==> config.mk <==
export PLATFORM = sky130hd
export DESIGN_NAME = alu_seq
export DESIGN_NICKNAME = d
export VERILOG_FILES = /design/src/rtl/alu_seq.sv
export SDC_FILE = /design/constraint.sdc
export NUM_CORES = 1
export LEC_CHECK = 0
export ABC_CLOCK_PERIOD_IN_PS = 6000
export BUFFER_PORTS_ARGS = -buffer_cell sky130_fd_sc_hd__buf_2
export CORE_ASPECT_RATIO = 0.9
export CORE_MARGIN = 4
export CORE_UTILIZATION = 66
export DETAILED_ROUTE_END_ITERATION = 8
export GPL_TIMING_DRIVEN = 0
export PLACE_DENSITY = 0.86
export REMOVE_ABC_BUFFERS = 1
export SYNTH_ARGS = -nofsm -noshare
export SYNTH_HDL_FRONTEND = slang
export SYNTH_SLANG_ARGS = --single-unit
==> constraint.sdc <==
create_clock -name clk -period 6 [get_ports clk]
set_clock_uncertainty 0.15 [all_clocks]
set_input_delay 0 -clock clk [delete_from_list [all_inputs] [get_ports clk]]
set_output_delay 0 -clock clk [all_outputs]
set_load 0.01 [all_outputs]
==> src/rtl/alu_seq.sv <==
`default_nettype none
// ============================================================================
// Module   : alu_seq
// Brief    : Registered ALU with valid/ready handshakes, ADC and shift-add MUL.
// Revision : 1.0 - initial release
// ============================================================================
module alu_seq #(
    parameter int WIDTH = 8
) (
    input  logic             clk,
    input  logic             rst,
    input  logic             in_valid,
    output logic             in_ready,
    input  logic [WIDTH-1:0] A,
    input  logic [WIDTH-1:0] B,
    input  logic [3:0]       S,
    output logic             out_valid,
    input  logic             out_ready,
    output logic [WIDTH-1:0] y,
    output logic             cout,
    output logic             zero,
    output logic             neg,
    output logic             ovf
);

    localparam int              c_cnt_w    = (WIDTH > 2) ? $clog2(WIDTH) : 1;
    localparam logic [c_cnt_w-1:0] c_cnt_last = c_cnt_w'(WIDTH - 1);

    localparam logic [3:0] c_op_add = 4'b0000;
    localparam logic [3:0] c_op_sub = 4'b0001;
    localparam logic [3:0] c_op_neg = 4'b0010;
    localparam logic [3:0] c_op_inc = 4'b0011;
    localparam logic [3:0] c_op_dec = 4'b0100;
    localparam logic [3:0] c_op_and = 4'b0101;
    localparam logic [3:0] c_op_or  = 4'b0110;
    localparam logic [3:0] c_op_xor = 4'b0111;
    localparam logic [3:0] c_op_not = 4'b1000;
    localparam logic [3:0] c_op_shl = 4'b1001;
    localparam logic [3:0] c_op_shr = 4'b1010;
    localparam logic [3:0] c_op_sar = 4'b1011;
    localparam logic [3:0] c_op_rol = 4'b1100;
    localparam logic [3:0] c_op_ror = 4'b1101;
    localparam logic [3:0] c_op_adc = 4'b1110;
    localparam logic [3:0] c_op_mul = 4'b1111;

    typedef enum logic [1:0] {
        ST_IDLE = 2'd0,
        ST_MUL  = 2'd1,
        ST_WAIT = 2'd2
    } state_t;

    state_t r_state;
    state_t w_state_next;

    logic                 r_out_valid;
    logic [WIDTH-1:0]     r_y;
    logic                 r_cout;
    logic                 r_zero;
    logic                 r_neg;
    logic                 r_ovf;
    logic                 r_carry_flag;

    logic [2*WIDTH-1:0]   r_mcand;
    logic [2*WIDTH-1:0]   r_acc;
    logic [WIDTH-1:0]     r_mplier;
    logic [c_cnt_w-1:0]   r_cnt;

    logic                 w_free;
    logic                 w_accept;
    logic                 w_mul_start;
    logic                 w_mul_last;
    logic                 w_load_alu;
    logic                 w_load_mul;
    logic [2*WIDTH-1:0]   w_acc_next;
    logic [2*WIDTH-1:0]   w_mul_prod;

    logic [WIDTH-1:0]     w_add_a;
    logic [WIDTH-1:0]     w_add_b;
    logic                 w_add_cin;
    logic [WIDTH:0]       w_sum;
    logic                 w_add_ovf;

    logic [WIDTH-1:0]     w_res;
    logic                 w_res_cout;
    logic                 w_res_ovf;

    logic [WIDTH-1:0]     w_ld_y;
    logic                 w_ld_cout;
    logic                 w_ld_ovf;

    assign w_free      = !r_out_valid || out_ready;
    assign in_ready    = (r_state == ST_IDLE) && w_free;
    assign w_accept    = in_valid && in_ready;
    assign w_mul_start = w_accept && (S == c_op_mul);
    assign w_load_alu  = w_accept && (S != c_op_mul);
    assign w_mul_last  = (r_state == ST_MUL) && (r_cnt == c_cnt_last);
    assign w_load_mul  = (w_mul_last || (r_state == ST_WAIT)) && w_free;

    assign w_acc_next  = r_acc + (r_mplier[0] ? r_mcand : '0);
    // In WAIT the finished product already sits in the accumulator.
    assign w_mul_prod  = (r_state == ST_WAIT) ? r_acc : w_acc_next;

    // One shared adder serves every arithmetic opcode by steering its operands.
    always_comb begin
        w_add_a   = A;
        w_add_b   = B;
        w_add_cin = 1'b0;
        case (S)
            c_op_sub: begin
                w_add_b   = ~B;
                w_add_cin = 1'b1;
            end
            c_op_neg: begin
                w_add_a   = '0;
                w_add_b   = ~B;
                w_add_cin = 1'b1;
            end
            c_op_inc: begin
                w_add_b   = '0;
                w_add_cin = 1'b1;
            end
            c_op_dec: w_add_b   = '1;
            c_op_adc: w_add_cin = r_carry_flag;
            default:  ;
        endcase
    end

    assign w_sum     = {1'b0, w_add_a} + {1'b0, w_add_b} + {{WIDTH{1'b0}}, w_add_cin};
    assign w_add_ovf = (w_add_a[WIDTH-1] == w_add_b[WIDTH-1]) &&
                       (w_sum[WIDTH-1] != w_add_a[WIDTH-1]);

    always_comb begin
        w_res      = '0;
        w_res_cout = 1'b0;
        w_res_ovf  = 1'b0;
        case (S)
            c_op_add, c_op_sub, c_op_neg, c_op_inc, c_op_dec, c_op_adc: begin
                w_res      = w_sum[WIDTH-1:0];
                w_res_cout = w_sum[WIDTH];
                w_res_ovf  = w_add_ovf;
            end
            c_op_and: w_res = A & B;
            c_op_or:  w_res = A | B;
            c_op_xor: w_res = A ^ B;
            c_op_not: w_res = ~A;
            c_op_shl: begin
                w_res      = {A[WIDTH-2:0], 1'b0};
                w_res_cout = A[WIDTH-1];
            end
            c_op_shr: begin
                w_res      = {1'b0, A[WIDTH-1:1]};
                w_res_cout = A[0];
            end
            c_op_sar: begin
                w_res      = {A[WIDTH-1], A[WIDTH-1:1]};
                w_res_cout = A[0];
            end
            c_op_rol: begin
                w_res      = {A[WIDTH-2:0], A[WIDTH-1]};
                w_res_cout = A[WIDTH-1];
            end
            c_op_ror: begin
                w_res      = {A[0], A[WIDTH-1:1]};
                w_res_cout = A[0];
            end
            default:  ;
        endcase
    end

    always_comb begin
        w_ld_y    = w_res;
        w_ld_cout = w_res_cout;
        w_ld_ovf  = w_res_ovf;
        if (w_load_mul) begin
            w_ld_y    = w_mul_prod[WIDTH-1:0];
            w_ld_cout = |w_mul_prod[2*WIDTH-1:WIDTH];
            w_ld_ovf  = 1'b0;
        end
    end

    always_comb begin
        w_state_next = r_state;
        case (r_state)
            ST_IDLE: if (w_mul_start) w_state_next = ST_MUL;
            ST_MUL:  if (w_mul_last)  w_state_next = w_free ? ST_IDLE : ST_WAIT;
            ST_WAIT: if (w_free)      w_state_next = ST_IDLE;
            default:                  w_state_next = ST_IDLE;
        endcase
    end

    always_ff @(posedge clk) begin
        if (rst) begin
            r_state <= ST_IDLE;
        end else begin
            r_state <= w_state_next;
        end
    end

    always_ff @(posedge clk) begin
        if (rst) begin
            r_mcand  <= '0;
            r_acc    <= '0;
            r_mplier <= '0;
            r_cnt    <= '0;
        end else if (w_mul_start) begin
            r_mcand  <= {{WIDTH{1'b0}}, A};
            r_acc    <= '0;
            r_mplier <= B;
            r_cnt    <= '0;
        end else if (r_state == ST_MUL) begin
            r_acc    <= w_acc_next;
            r_mcand  <= r_mcand << 1;
            r_mplier <= r_mplier >> 1;
            r_cnt    <= r_cnt + c_cnt_w'(1);
        end
    end

    always_ff @(posedge clk) begin
        if (rst) begin
            r_out_valid  <= 1'b0;
            r_y          <= '0;
            r_cout       <= 1'b0;
            r_zero       <= 1'b0;
            r_neg        <= 1'b0;
            r_ovf        <= 1'b0;
            r_carry_flag <= 1'b0;
        end else if (w_load_alu || w_load_mul) begin
            r_out_valid  <= 1'b1;
            r_y          <= w_ld_y;
            r_cout       <= w_ld_cout;
            r_zero       <= (w_ld_y == '0);
            r_neg        <= w_ld_y[WIDTH-1];
            r_ovf        <= w_ld_ovf;
            r_carry_flag <= w_ld_cout;
        end else if (out_ready) begin
            r_out_valid  <= 1'b0;
        end
    end

    assign out_valid = r_out_valid;
    assign y         = r_y;
    assign cout      = r_cout;
    assign zero      = r_zero;
    assign neg       = r_neg;
    assign ovf       = r_ovf;

endmodule
`default_nettype wire
# Word-level counts from Yosys, hierarchy flattened
# Index checks and enable logic that the tools add are counted.
# op_classes
n_addsub,4
multipliers,0
div,0
n_lt_le_gt_ge,0
eq_ne,24
shift,0
muxes,22
n_bitwise,5
reduce_logical,24
# ops
cell,count
$pmux 8 s10,1
$mux 8,6
$eq 4x4->1 const B,8
$mux 16,2
$pmux 8 s3,1
$add 16x16->16,1
$eq 4x3->1 const B,4
$not 8->8,2
$add 8x8->9,1
$add 9x1->9,1
$and 8x8->8,1
$eq 4x2->1 const B,2
$logic_not 8->1,1
$mux 2,4
$or 8x8->8,1
$reduce_or 8->1,1
$xor 8x8->8,1
$logic_and 1x1->1,7
$ne 2x2->1 const B,3
$pmux 2 s3,1
$reduce_or 2->1,3
$reduce_or 3->1,2
$reduce_or 6->1,1
$mux 1,5
16 further kinds,19
# word_totals
register_bits,58
latch_bits,0
ramBits,0
rom_bits,0
input_bits,24
elab_cells,91
memories,0

# Depth between registers and ports, before layout
# logic_depth
word_depth,9
ltp_mapped,17

# Least setup slack after synthesis
# No wires, ideal clock.
# synth_timing
path_kind,input to register
from,in S[0]
to,reg r_zero (netlist: zero)
arrival_ns,2.890
required_time_ns,5.790
slack_ns,2.899
stages,15
cell_sequence,buf_2 > clkbuf_1 > nand2b_1 > nand2b_1 > o2111ai_1 > fa_1 > inv_1 > fa_1 > nand2b_1 > a21oi_1 > o31ai_1 > mux2i_1 > a211o_1 > a2111oi_2 > a32o_1
# synth_between
elab_chain_cells,8
# synth_rtl
element,line_no,source
"start, declared",16,"input logic [3:0] S,"
$eq 4x1->1 / $eq 4x2->1 (equally long branches),"108, 136",
$reduce_or 2->1 (no line),n/a,
$pmux 8 s3,108,case (S)
$add 8x8->9,128,"assign w_sum = {1'b0, w_add_a} + {1'b0, w_add_b} + {{WIDTH{1'b0}}, w_add_cin};"
$add 9x1->9,128,
$pmux 8 s10,136,case (S)
$mux 8,174,if (w_load_mul) begin
$logic_not 8->1,231,r_zero <= (w_ld_y == '0);
"end signal, assigned",231,
"end, declared",58,logic r_zero;
# Parallel ways exist; a longest one is shown, timed or not.
# A chain may end at the register's enable or synchronous reset.

# Final worst setup path
# layout_timing
from,in S[1]
to,reg r_zero (netlist: zero)
# Same word-level chain as after synthesis.

==> metrics.yaml <==
rr_startpoint: "r_mplier[0]"
startpoint_type: "primary input"
worstHoldPathType: "primary input to flop"
drive_above_1_share_pct: 9.83
fmax_ghz: 0.266
maxCapViolations: 0
synthArstFlopShare_pct: 0
cp-end-kind: "flop"
syn_inst: 666
antenna_found_initial: 0
final_cell_mix: "nand2_1, dfxtp_1, nor2_1"
finalCritPeriodShare_pct: 62.6
cts_setup_buffers: 0
setup_viol: 0
row_count: 29
finalHoldViolCount: 0
maxSlewHeadroom_pct: 8.46
gp_congestion: 0.969
power_w: 0.00103
cts.sinks: 57
routed_wl_mm: 13.9
hold_start: "in_valid"
p_per_area_nw_per_um2: 188
worst_hold_slack_ns: 0.0372
ys_seq_elements: 57
coreArea_sq_um: 7150
netlist.area_leader.share_pct: 23.3
min_path_cells: 5
leakage_nw: 2.39
start_util_pct: 68.5
timing.rr.end: "r_carry_flag"
syn_area_sq_um: 4900
h-tree-depth: 3
routedWlPerCell_um: 17.4
fp.dieW_um: 98.8
grt-ovfl-total: 0
yosys-top-cells-area: "dfxtp_1, ha_1, nand2_1, a21oi_1, nor2_1"
cts_root_buffer: "clkbuf_8"
vias: 5156
postLayoutCoreUtil_pct: 76.2
required_ns: 6.14
avgViaCountPerCell: 6.49
r2r_cells: 11
grt_max_degree: 42
reg2reg_slack_ns: 2.48
ys_warn_count: 0
fill_cells: 544
dp_hpwl_mm: 9.99
setup_tns_ns: 0
port-buffer-count: 37
yosysTopAreaCell: "dfxtp_1"
worstPathArrival_ns: 3.90
antennaDiodeCount: 0
tritoncts: "yes"
grt_use_total_pct: 30.6
clk_latency_ns: 0.35
drc: 0
ys.flop_type: "dfxtp_1"
dieArea_sq_um: 8870
first_global_vias: 4586
postRouteAntennaNets: 0
die_y_um: 89.7
clk_pin_slew_ns: 0.08
synth.distinct_cells: 65
drtIter0Drc: 676
syn_to_final_growth_pct: 11.2
worst_slew_pin_slew_ns: 1.37
io_pins: 38
fin_nets: 764
irDropWorstVdd_mv: 0.224
rsz0062_at_grt: "no"
criticalPathCategory: "primary input to flop"
firstDrtPassIters: 6
cts.path.max_buffers: 2
min_period_ns: 3.75
drv_slew: 0
ys_seq_area_share_pct: 23.3
layout_commonest_cell: "nand2_1"
grt_pass1_wl_mm: 22.4
avgSynthCellArea_sq_um: 7.36
place_inst: 761
fin_cells: 795
synth_enable_flop_cells: 0
cts_buffers: 9
crit_fanout: 32
min_to: "ovf"
status: "complete, no violations"
## registers in the layout (all words and copies together), names as in the netlist
name	flops
r_acc	16
r_mcand	16
r_mplier	8
y	8
r_cnt	3
r_state	2
out_valid	1
ovf	1
r_carry_flag	1
zero	1
## report_power, final
group	leakage, nW	internal [W]	switching, W	total, W
Clock	0.106	0.000232	0.000167	0.000399
Sequential	0.462	0.000389	0.00000884	0.000397
Combinational	1.82	0.0000925	0.000138	0.000231
## stage by stage
stage | cell area (sq um) | setup WS [ns]
3_3_place_gp | 5050 | 2.23
5_1_grt | 5450 | 2.06
2_1_floorplan | 4750 | 3.12
3_5_place_dp | 5060 | 2.05
6_report | 5450 | 2.25
4_1_cts | 5450 | 2.34
## worst max-delay path: stages
cell	delay (ns)
buf_2	0.29
nor3_1	0.78
o21ai_0	0.22
o2111ai_1	0.24
fa_1	0.32
inv_1	0.07
fa_1	0.38
nand2b_1	0.20
a21oi_1	0.27
o31ai_1	0.13
mux2i_1	0.15
a211o_1	0.34
a2111oi_2	0.33
a32o_1	0.18
## kinds of logic (layout without fill, tap and decap cells)
kind of cell | after synthesis | count (layout) | share of synthesized area, %
AND/OR/NAND/NOR | 276 | 276 | 27.3
AO/OA/AOI/OAI | 187 | 187 | 25.9
buffers and inverters | 70 | 106 | 5.72
flip-flops | 57 | 57 | 23.3
adder cells (fa/ha/maj) | 43 | 43 | 11.4
multiplexers | 17 | 17 | 3.50
XOR/XNOR | 16 | 16 | 2.86
## how the worst max path moves through the flow
stage,startpoint,to,cells after the start
detailed placement,S[1],zero,14
floorplan,r_mplier[0],r_carry_flag,11
CTS,S[1],zero,14
global route,S[1],zero,14
finish,S[1],zero,14
global placement,S[1],zero,14
## final cells by class
cell class | instances | area [sq um] | share of cell area, %
multi-input combinational | 539 | 3490 | 64.0
inverter | 35 | 131 | 2.41
sequential | 57 | 1140 | 20.9
tap | 93 | 116 | 2.13
clock inverter | 6 | 82.6 | 1.52
clock buffer | 10 | 128 | 2.34
timing repair buffer | 55 | 365 | 6.70
## what timing repair did
item	CTS	global route
hold endpoints to repair	19	0
hold buffers	18	0
resized for setup	0	0
setup endpoints to repair	0	0
## synthesized netlist by cell type (all sizes together), types with 3 or more instances
| cell type | number |
|---|---|
| a211oi | 11 |
| buf | 10 |
| nor4 | 8 |
| o221a | 3 |
| or3 | 5 |
| mux2i | 16 |
| a211o | 6 |
| xnor2 | 9 |
| ha | 40 |
| a32o | 3 |
| dfxtp | 57 |
| o22ai | 3 |
| and2 | 19 |
| and4b | 3 |
| a22oi | 10 |
| nor2b | 7 |
| a21oi | 53 |
| fa | 3 |
| o2111ai | 10 |
| nand2b | 20 |
| nand2 | 104 |
| nor3b | 4 |
| o21a | 4 |
| a32oi | 4 |
| clkbuf | 25 |
| xor2 | 7 |
| a31oi | 10 |
| and3 | 3 |
| or2 | 5 |
| a21o | 9 |
| a311oi | 7 |
| nand3b | 3 |
| o21ai | 31 |
| nor3 | 20 |
| inv | 35 |
| o211ai | 6 |
| nor2 | 56 |
| o31ai | 3 |
| nand3 | 15 |
## routing by layer
metal  up-vias  GRT usage (%)  wire length (um)
met1      2355           45.6              6030
met5         -              0                 0
met3        35           7.04              1660
li1       2460              -                 -
met2       306           43.9              5860
met4         0           8.53               306
Power figures use the tool's default switching activity.
